## config.mk

```make
export PLATFORM = sky130hd
export DESIGN_NAME = scan_mux_reg_flat
export DESIGN_NICKNAME = d
export VERILOG_FILES = /design/src/rtl/mux_pkg.sv /design/src/rtl/scan_mux_reg_if.sv /design/src/rtl/rr_pick.sv /design/src/rtl/scan_mux_reg.sv /design/src/flat_wrapper.sv
export SDC_FILE = /design/constraint.sdc
export NUM_CORES = 1
export LEC_CHECK = 0
export CAP_MARGIN = 5
export CORE_MARGIN = 1
export CORE_UTILIZATION = 35
export CTS_BUF_LIST = sky130_fd_sc_hd__clkbuf_8 sky130_fd_sc_hd__clkbuf_16
export CTS_CLUSTER_SIZE = 24
export DETAILED_ROUTE_END_ITERATION = 12
export DONT_BUFFER_PORTS = 1
export GPL_TIMING_DRIVEN = 0
export PLACE_DENSITY_LB_ADDON = 0.3
export SYNTH_ARGS = -nofsm -noshare
export SYNTH_HDL_FRONTEND = slang
export SYNTH_SLANG_ARGS = --single-unit
```

## constraint.sdc

```tcl
create_clock -name clk -period 1.5 [get_ports clk]
set_input_delay 0.225 -clock clk [delete_from_list [all_inputs] [get_ports clk]]
set_output_delay 0.225 -clock clk [all_outputs]
set_load 0.01 [all_outputs]
```

## src/rtl/mux_pkg.sv

```systemverilog
// Shared definitions for the registered scan/direct channel multiplexer.
// Latency: n/a (types and constants only).
// Backpressure: n/a.
// Contents: selection-mode encodings and the output-register state type.
package mux_pkg;

  localparam logic MODE_DIRECT = 1'b0;
  localparam logic MODE_SCAN   = 1'b1;

  typedef enum logic {
    ST_EMPTY = 1'b0,
    ST_FULL  = 1'b1
  } state_t;

endpackage

```

## src/rtl/scan_mux_reg_if.sv

```systemverilog
// Bus bundle between the producer channels, the mux and the downstream consumer.
// Latency: n/a (wiring only).
// Backpressure: out_ready from the consumer; in_ready back to the producers.
// Ports: mode/address select, flattened in_data, per-channel in_valid/in_ready,
//        out_data/out_sel/out_valid/out_ready towards the consumer, addr_err pulse.
// master = producers + consumer side, slave = the mux itself.
interface scan_mux_reg_if #(
  parameter int WIDTH    = 8,
  parameter int CHANNELS = 4
);
  localparam int SEL_W = $clog2(CHANNELS);

  logic                      mode;
  logic [SEL_W-1:0]          address;
  logic [CHANNELS*WIDTH-1:0] in_data;
  logic [CHANNELS-1:0]       in_valid;
  logic [CHANNELS-1:0]       in_ready;
  logic [WIDTH-1:0]          out_data;
  logic [SEL_W-1:0]          out_sel;
  logic                      out_valid;
  logic                      out_ready;
  logic                      addr_err;

  modport master (
    output mode, address, in_data, in_valid, out_ready,
    input  in_ready, out_data, out_sel, out_valid, addr_err
  );

  modport slave (
    input  mode, address, in_data, in_valid, out_ready,
    output in_ready, out_data, out_sel, out_valid, addr_err
  );
endinterface

```

## src/rtl/rr_pick.sv

```systemverilog
// Finds the first valid channel at or after ptr, wrapping modulo CHANNELS.
// Latency: purely combinational.
// Backpressure: none; the caller decides whether the pick is consumed.
// Ports: valid (per channel), ptr (search start) -> found, idx (winning channel).
module rr_pick #(
  parameter int CHANNELS = 4,
  parameter int SEL_W    = $clog2(CHANNELS)
) (
  input  logic [CHANNELS-1:0] valid,
  input  logic [SEL_W-1:0]    ptr,
  output logic                found,
  output logic [SEL_W-1:0]    idx
);

  localparam logic [SEL_W:0] CH_L = (SEL_W+1)'(CHANNELS);

  // Walk offsets from the farthest to the nearest so the nearest valid
  // channel (smallest offset from ptr) is the last one written and wins.
  // ptr is always < CHANNELS, so a single subtraction folds the wrap.
  always_comb begin
    logic [SEL_W:0] c;
    found = 1'b0;
    idx   = '0;
    c     = '0;
    for (int i = CHANNELS - 1; i >= 0; i--) begin
      c = {1'b0, ptr} + (SEL_W+1)'(i);
      if (c >= CH_L) c = c - CH_L;
      if (valid[c[SEL_W-1:0]]) begin
        found = 1'b1;
        idx   = c[SEL_W-1:0];
      end
    end
  end

endmodule

```

## src/rtl/scan_mux_reg.sv

```systemverilog
// N-channel W-bit registered mux with one-entry output buffer; direct or round-robin scan select.
// Latency: 1 cycle from in_data/in_valid to out_data/out_valid; full throughput when out_ready held.
// Backpressure: when full and out_ready=0 the output holds, all in_ready stay 0 and the scan pointer freezes.
// Ports: clk, rst_n (async, active-low), bus (scan_mux_reg_if.slave).
// Build option: define MUX_SCAN_EN to enable scan mode; otherwise mode is ignored (direct only).
module scan_mux_reg
  import mux_pkg::*;
#(
  parameter int WIDTH    = 8,
  parameter int CHANNELS = 4
) (
  input  logic          clk,
  input  logic          rst_n,
  scan_mux_reg_if.slave bus
);

  localparam int SEL_W = $clog2(CHANNELS);

  state_t           state_q, state_d;
  logic [WIDTH-1:0] data_q;
  logic [SEL_W-1:0] sel_q;
  logic             err_q;

  logic             can_capture;
  logic             addr_ok;
  logic             scan_sel;
  logic             sel_vld;
  logic             capture;
  logic             addr_err_d;
  logic [SEL_W-1:0] sel_idx;
  logic [WIDTH-1:0] sel_data;
  logic             rr_found;
  logic [SEL_W-1:0] rr_idx;

  assign can_capture = (state_q == ST_EMPTY) | bus.out_ready;
  // Only false when CHANNELS is not a power of two.
  assign addr_ok     = int'(bus.address) < CHANNELS;

`ifdef MUX_SCAN_EN
  logic [SEL_W-1:0] ptr_q;

  rr_pick #(
    .CHANNELS (CHANNELS),
    .SEL_W    (SEL_W)
  ) u_rr_pick (
    .valid (bus.in_valid),
    .ptr   (ptr_q),
    .found (rr_found),
    .idx   (rr_idx)
  );

  assign scan_sel = (bus.mode == MODE_SCAN);

  // The pointer only moves on a scan-mode capture, so it survives any
  // stretch of direct-mode traffic untouched.
  always_ff @(posedge clk or negedge rst_n) begin
    if (!rst_n) begin
      ptr_q <= '0;
    end else if (capture && scan_sel) begin
      ptr_q <= (rr_idx == SEL_W'(CHANNELS - 1)) ? '0 : rr_idx + 1'b1;
    end
  end
`else
  wire unused_mode = bus.mode;

  assign scan_sel = 1'b0;
  assign rr_found = 1'b0;
  assign rr_idx   = '0;
`endif

  always_comb begin
    sel_idx = bus.address;
    sel_vld = addr_ok && bus.in_valid[bus.address];
    if (scan_sel) begin
      sel_idx = rr_idx;
      sel_vld = rr_found;
    end
  end

  // Gated by rst_n so no producer sees a handshake while reset is held.
  assign capture    = rst_n & can_capture & sel_vld;
  assign addr_err_d = !scan_sel && !addr_ok && can_capture;

  always_comb begin
    sel_data = '0;
    for (int k = 0; k < CHANNELS; k++) begin
      if (sel_idx == SEL_W'(k)) sel_data = bus.in_data[k*WIDTH +: WIDTH];
    end
  end

  always_comb begin
    bus.in_ready = '0;
    for (int k = 0; k < CHANNELS; k++) begin
      bus.in_ready[k] = capture && (sel_idx == SEL_W'(k));
    end
  end

  always_comb begin
    state_d = state_q;
    unique case (state_q)
      ST_EMPTY: if (capture)                      state_d = ST_FULL;
      ST_FULL:  if (bus.out_ready && !capture)    state_d = ST_EMPTY;
      default:                                    state_d = ST_EMPTY;
    endcase
  end

  always_ff @(posedge clk or negedge rst_n) begin
    if (!rst_n) begin
      state_q <= ST_EMPTY;
      data_q  <= '0;
      sel_q   <= '0;
      err_q   <= 1'b0;
    end else begin
      state_q <= state_d;
      err_q   <= addr_err_d;
      if (capture) begin
        data_q <= sel_data;
        sel_q  <= sel_idx;
      end
    end
  end

  assign bus.out_valid = (state_q == ST_FULL);
  assign bus.out_data  = data_q;
  assign bus.out_sel   = sel_q;
  assign bus.addr_err  = err_q;

endmodule

```

## src/flat_wrapper.sv

```systemverilog
// flat-port wrapper written by rule: the top's interface ports become plain ports
module scan_mux_reg_flat import mux_pkg::*;
#(
  parameter int WIDTH    = 8,
  parameter int CHANNELS = 4
)
  (clk, rst_n, bus_mode, bus_address, bus_in_data, bus_in_valid, bus_out_ready, bus_in_ready, bus_out_data, bus_out_sel, bus_out_valid, bus_addr_err);
  scan_mux_reg_if #(.WIDTH(WIDTH), .CHANNELS(CHANNELS)) bus_i ();
  input  logic clk;
  input  logic rst_n;
  input wire logic [$bits(bus_i.mode)-1:0] bus_mode;
  input wire logic [$bits(bus_i.address)-1:0] bus_address;
  input wire logic [$bits(bus_i.in_data)-1:0] bus_in_data;
  input wire logic [$bits(bus_i.in_valid)-1:0] bus_in_valid;
  input wire logic [$bits(bus_i.out_ready)-1:0] bus_out_ready;
  output wire logic [$bits(bus_i.in_ready)-1:0] bus_in_ready;
  output wire logic [$bits(bus_i.out_data)-1:0] bus_out_data;
  output wire logic [$bits(bus_i.out_sel)-1:0] bus_out_sel;
  output wire logic [$bits(bus_i.out_valid)-1:0] bus_out_valid;
  output wire logic [$bits(bus_i.addr_err)-1:0] bus_addr_err;
  assign bus_i.mode = bus_mode;
  assign bus_i.address = bus_address;
  assign bus_i.in_data = bus_in_data;
  assign bus_i.in_valid = bus_in_valid;
  assign bus_i.out_ready = bus_out_ready;
  assign bus_in_ready = bus_i.in_ready;
  assign bus_out_data = bus_i.out_data;
  assign bus_out_sel = bus_i.out_sel;
  assign bus_out_valid = bus_i.out_valid;
  assign bus_addr_err = bus_i.addr_err;
  scan_mux_reg #(.WIDTH(WIDTH), .CHANNELS(CHANNELS)) u_core (.clk(clk), .rst_n(rst_n), .bus(bus_i));
endmodule
```

# == Yosys cells after proc, flatten, opt, wreduce, memory -nomap -nowiden ==
# Index checks and enable logic that the tools add are counted.
# totals
reg_bits,11
latch_bits,0
ram_bits,0
romBits,0
word_cells,27
memories,0
# op_classes
addsub,0
multipliers,0
div,0
n_lt_le_gt_ge,1
n_eq_ne,3
shifts,0
n_mux,9
bitwise_logic,4
reduce_logical,7
# op_table
cell,count
$mux 8,4
$logic_and 1x1->1,5
$eq 2x2->1 const B,2
$lt 2x3->1 const B,1
$mux 1,3
$and 1x1->1,2
$bmux 1 s2,1
$eq 2x1->1 const B,1
$logic_not 2->1,1
$pmux 1 s2,1
$logic_not 1->1,1
$not 1->1,1
$or 1x1->1,1

# == Logic depth before layout (Yosys ltp) ==
# depth
depth_word,8
depth_mapped,4
mapped_depth_nobuf,3

# == Least setup slack after synthesis ==
# Ideal clock, no wire load.
# synth_timing
path_kind,reg2out
from,register u_core.state_q (netlist: u_core.bus.out_valid)
to,output bus_in_ready[0]
arrival_ns,1.175
t_required_ns,1.275
setup_slack_ns,0.100
path_stages_with_launch,4
path_cell_list,dfrtp_1 -> nand2b_1 -> nand2_1 -> nor4b_1
# synth_via
elab_chain_cells,5
# synth_rtl
element,line,source
"start, declared",scan_mux_reg.sv:19,"state_t state_q, state_d;"
"start signal, assigned",scan_mux_reg.sv:114,state_q <= state_d;
$not 1->1,scan_mux_reg.sv:35,assign can_capture = (state_q == ST_EMPTY) | bus.out_ready;
$or 1x1->1,scan_mux_reg.sv:35,
$and 1x1->1 (2 in a row),scan_mux_reg.sv:81,assign capture = rst_n & can_capture & sel_vld;
$logic_and 1x1->1,scan_mux_reg.sv:94,bus.in_ready[k] = capture && (sel_idx == SEL_W'(k));
"end, declared",flat_wrapper.sv:16,output wire logic [$bits(bus_i.in_ready)-1:0] bus_in_ready;
# Every way passes these cells.

# == Worst setup path in the final report ==
# Same ends and word-level chain as after synthesis.

==> flow_metrics.py <==
metrics = {
    "status": {
        "run_status": "finished clean",
    },
    "synth": {
        "synth-seq-area-share_pct": 37.9,
        "synth_edf_count": 0,
        "synth_cells": 51,
        "ys_warn_count": 0,
        "post_synth_instance_area_um2": 726,
        "post-synth-top-area-cell": "sky130_fd_sc_hd__dfrtp_1",
        "prevailing_post_synth_register_cell": "sky130_fd_sc_hd__dfrtp_1",
        "ys_top_cells_by_count": "11 x sky130_fd_sc_hd__dfrtp_1, 11 x sky130_fd_sc_hd__mux2_2, 8 x sky130_fd_sc_hd__mux4_2",
        "syn-num-nets": 93,
        "synth_area_leaders": "sky130_fd_sc_hd__dfrtp_1 38%, sky130_fd_sc_hd__mux4_2 25%, sky130_fd_sc_hd__mux2_2 17%, sky130_fd_sc_hd__mux4_1 3.6%, sky130_fd_sc_hd__nand2_1 2.6%",
        "synthesized_area_divided_by_synthesized_cell_count_um2": 14.2,
        "synthDominantCellAreaShare_pct": 37.9,
        "share_of_flip_flops_with_an_asynchronous_set_or_reset_pct": 100,
        "synth.ff_latch_count": 11,
        "synth_cell_type_count": 18,
    },
    "floorplan": {
        "dieArea_mm2": 0.00226,
        "io-pin-count": 58,
        "initial_utilization_pct": 37.0,
        "die_w_um": 47.5,
        "placement_rows": 16,
        "design.core.area_mm2": 0.00196,
        "die_ht_um": 47.5,
    },
    "timing": {
        "layout_min_cycle_time_ps": 1420,
        "totalNegativeSetupSlack_ps": 0,
        "timing_hold_violations_final": 0,
        "clock.fmax_ghz": 0.703,
        "finalHoldWorstSlack_ps": 104,
        "fin_skew_ps": 1.10,
        "final.setup.worst_slack_ps": 76.8,
        "finalSetupViolCount": 0,
        "rsz0062_at_grt": "false",
        "min_period_over_period_pct": 94.9,
        "finalMaxSlewViolations": 0,
    },
    "worst_setup_path": {
        "endpoint_kind": "primary output",
        "criticalPathCategory": "reg -> out",
        "worst-path-max-fanout": 6,
        "worst-endpoint-arrival_ps": 1200,
        "cp_data_required_time_ps": 1270,
        "critical_path.startpoint_type": "flip-flop",
    },
    "clock_tree": {
        "clkSlewWorstSetupHoldPaths_ps": 50,
        "clock_insertion_delay_worst_skew_ps": 230,
        "clock_sink_count": 11,
        "cts_made_buffers": 3,
        "htree_num_levels": 1,
        "clock_path_buffers": 2,
        "tritoncts_clock_tree": "built",
        "clock-root-buffer": "sky130_fd_sc_hd__clkbuf_8",
    },
    "global_route": {
        "global_route_wire_length_before_repair_mm": 1.99,
        "groute.usage.overall_pct": 13.3,
        "initial_antenna_violation_count": 0,
        "global_route.overflow_total": 0,
        "first_global_vias": 467,
        "grt_start_max_net_pins": 17,
    },
    "placement": {
        "placer_s_final_routability_congestion_estimate": 0.730,
        "port_buffers": 0,
        "hpwlAfterDp_mm": 1.17,
        "placement.cell_area_um2": 759,
        "place_ws_ps": -127,
        "dp.cells": 78,
    },
    "pwr": {
        "pwr_density_cell_mw_per_mm2": 1100,
        "vdd_drop_max_mv": 0.416,
        "power.leakage_nw": 0.331,
    },
    "routing": {
        "totalWireLength_mm": 1.51,
        "detailed_route_drc_error_count": 0,
        "antenna_nets_post_route": 0,
        "post_drt_via_cell_ratio": 5.82,
        "num_vias": 477,
        "wl_per_cell_um": 18.4,
        "drt_iter0_markers": 7,
        "drt_pass1_iterations": 4,
    },
    "final_layout": {
        "layout.filler_cells": 205,
        "final_nets": 98,
        "diodes": 0,
        "area_delta_synth_final_pct": 16.4,
        "filler_free_cell_count_of_the_finished_design": 82,
        "share_of_cells_above_drive_strength_1_pct": 58.2,
        "area_of_combinational_cells_with_multiple_inputs_um2": 462,
        "ff_latch_area_um2": 277,
        "design_area_um2": 845,
    },
    "min_path": {
        "worstHoldPathType": "in -> reg",
    },
    "run": {
        "max_cap_viol_count": 0,
    },
}
==> power by group <==
group	leakage, nW	total (mW)	switching, mW	internal, mW
registers	0.127	0.459	0.0850	0.374
logic	0.177	0.187	0.0688	0.119
clock network	0.0269	0.283	0.104	0.179
==> critical path, cell delays in order (launching register included) <==
cell	delay (ps)
sky130_fd_sc_hd__dfrtp_2	440
sky130_fd_sc_hd__nand2b_4	120
sky130_fd_sc_hd__nand2_1	120
sky130_fd_sc_hd__nor4b_4	280
==> through the flow <==
stage | util, % | power [mW]
floorplan | - | 0.607
global placement | 38.7 | 0.632
detailed placement | 38.7 | 0.639
CTS | 43.0 | 0.942
global route | 43.0 | 0.983
finish | 43.0 | 0.930
==> cell usage in the layout, fill, tap and decap left out <==
master,count
sky130_fd_sc_hd__mux2_2,11
sky130_fd_sc_hd__dfrtp_1,10
sky130_fd_sc_hd__mux4_2,8
sky130_fd_sc_hd__nand2_1,5
sky130_fd_sc_hd__clkbuf_8,3
sky130_fd_sc_hd__buf_2,2
sky130_fd_sc_hd__nand3_1,2
sky130_fd_sc_hd__nand2b_4,1
sky130_fd_sc_hd__nor4b_4,1
sky130_fd_sc_hd__nor3b_2,1
sky130_fd_sc_hd__nor3_2,1
sky130_fd_sc_hd__nor2_1,1
sky130_fd_sc_hd__nand3_4,1
sky130_fd_sc_hd__a31o_2,1
sky130_fd_sc_hd__a22o_1,1
sky130_fd_sc_hd__mux4_1,1
sky130_fd_sc_hd__buf_4,1
sky130_fd_sc_hd__conb_1,1
sky130_fd_sc_hd__inv_1,1
sky130_fd_sc_hd__dlygate4sd3_1,1
sky130_fd_sc_hd__dfrtp_2,1
==> metal layers <==
metal  GRT usage, %  share of wire [%]
met5              0                  0
met4           6.67               0.66
met3           6.79                 12
met2           20.8                 52
met1           15.0                 36
==> logic make-up (layout without fill, tap and decap cells) <==
kind of cell	count (synthesis)	in the layout	synth area share [%]
other	1	1	0.517
AND/OR/NAND/NOR	13	13	10.7
flip-flops	11	11	37.9
multiplexers	20	20	45.5
AO/OA/AOI/OAI	2	2	2.41
buffers and inverters	4	8	2.93
==> what timing repair did <==
| item | in CTS | in global routing |
|---|---|---|
| pin swaps | 1 | 1 |
| gates resized for setup | 6 | 1 |
| hold buffers | 1 | 0 |
| setup buffers | 0 | 0 |
| endpoints found under the setup margin | 4 | 1 |
| hold endpoints to repair | 11 | 0 |
==> final timing paths <==
kind | startpoint | to | slack [ps] | cells after the start
max reg2reg | u_core.bus.out_valid$_DFF_PN0_ | u_core.bus.out_sel[1]$_DFFE_PN0P_ | 350 | 3
min | rst_n | u_core.bus.out_valid$_DFF_PN0_ | 100 | 2
max | u_core.bus.out_valid$_DFF_PN0_ | bus_in_ready[0] | 80 | 3
min in group asynchronous | rst_n | u_core.bus.out_data[5]$_DFFE_PN0P_ | 390 | 1
min reg2reg | u_core.bus.out_data[0]$_DFFE_PN0P_ | u_core.bus.out_data[0]$_DFFE_PN0P_ | 580 | 1
max in group asynchronous | rst_n | u_core.bus.out_valid$_DFF_PN0_ | 750 | 1
==> layout make-up <==
| cell class | instances | area share (%) |
|---|---|---|
| Multi-Input combinational cell | 36 | 54.7 |
| Sequential cell | 11 | 32.7 |
| Clock buffer | 3 | 4.89 |
| Tap cell | 27 | 4.00 |
| Buffer | 3 | 2.07 |
| Timing Repair Buffer | 1 | 1.19 |
| Clock inverter | 1 | 0.444 |
==> registers in the layout, summed over array words and instances, names as in the netlist <==
signal	count
u_core.bus.out_data	8
u_core.bus.out_valid	1
u_core.bus.out_sel	2
(Power assumes the default switching activity.)
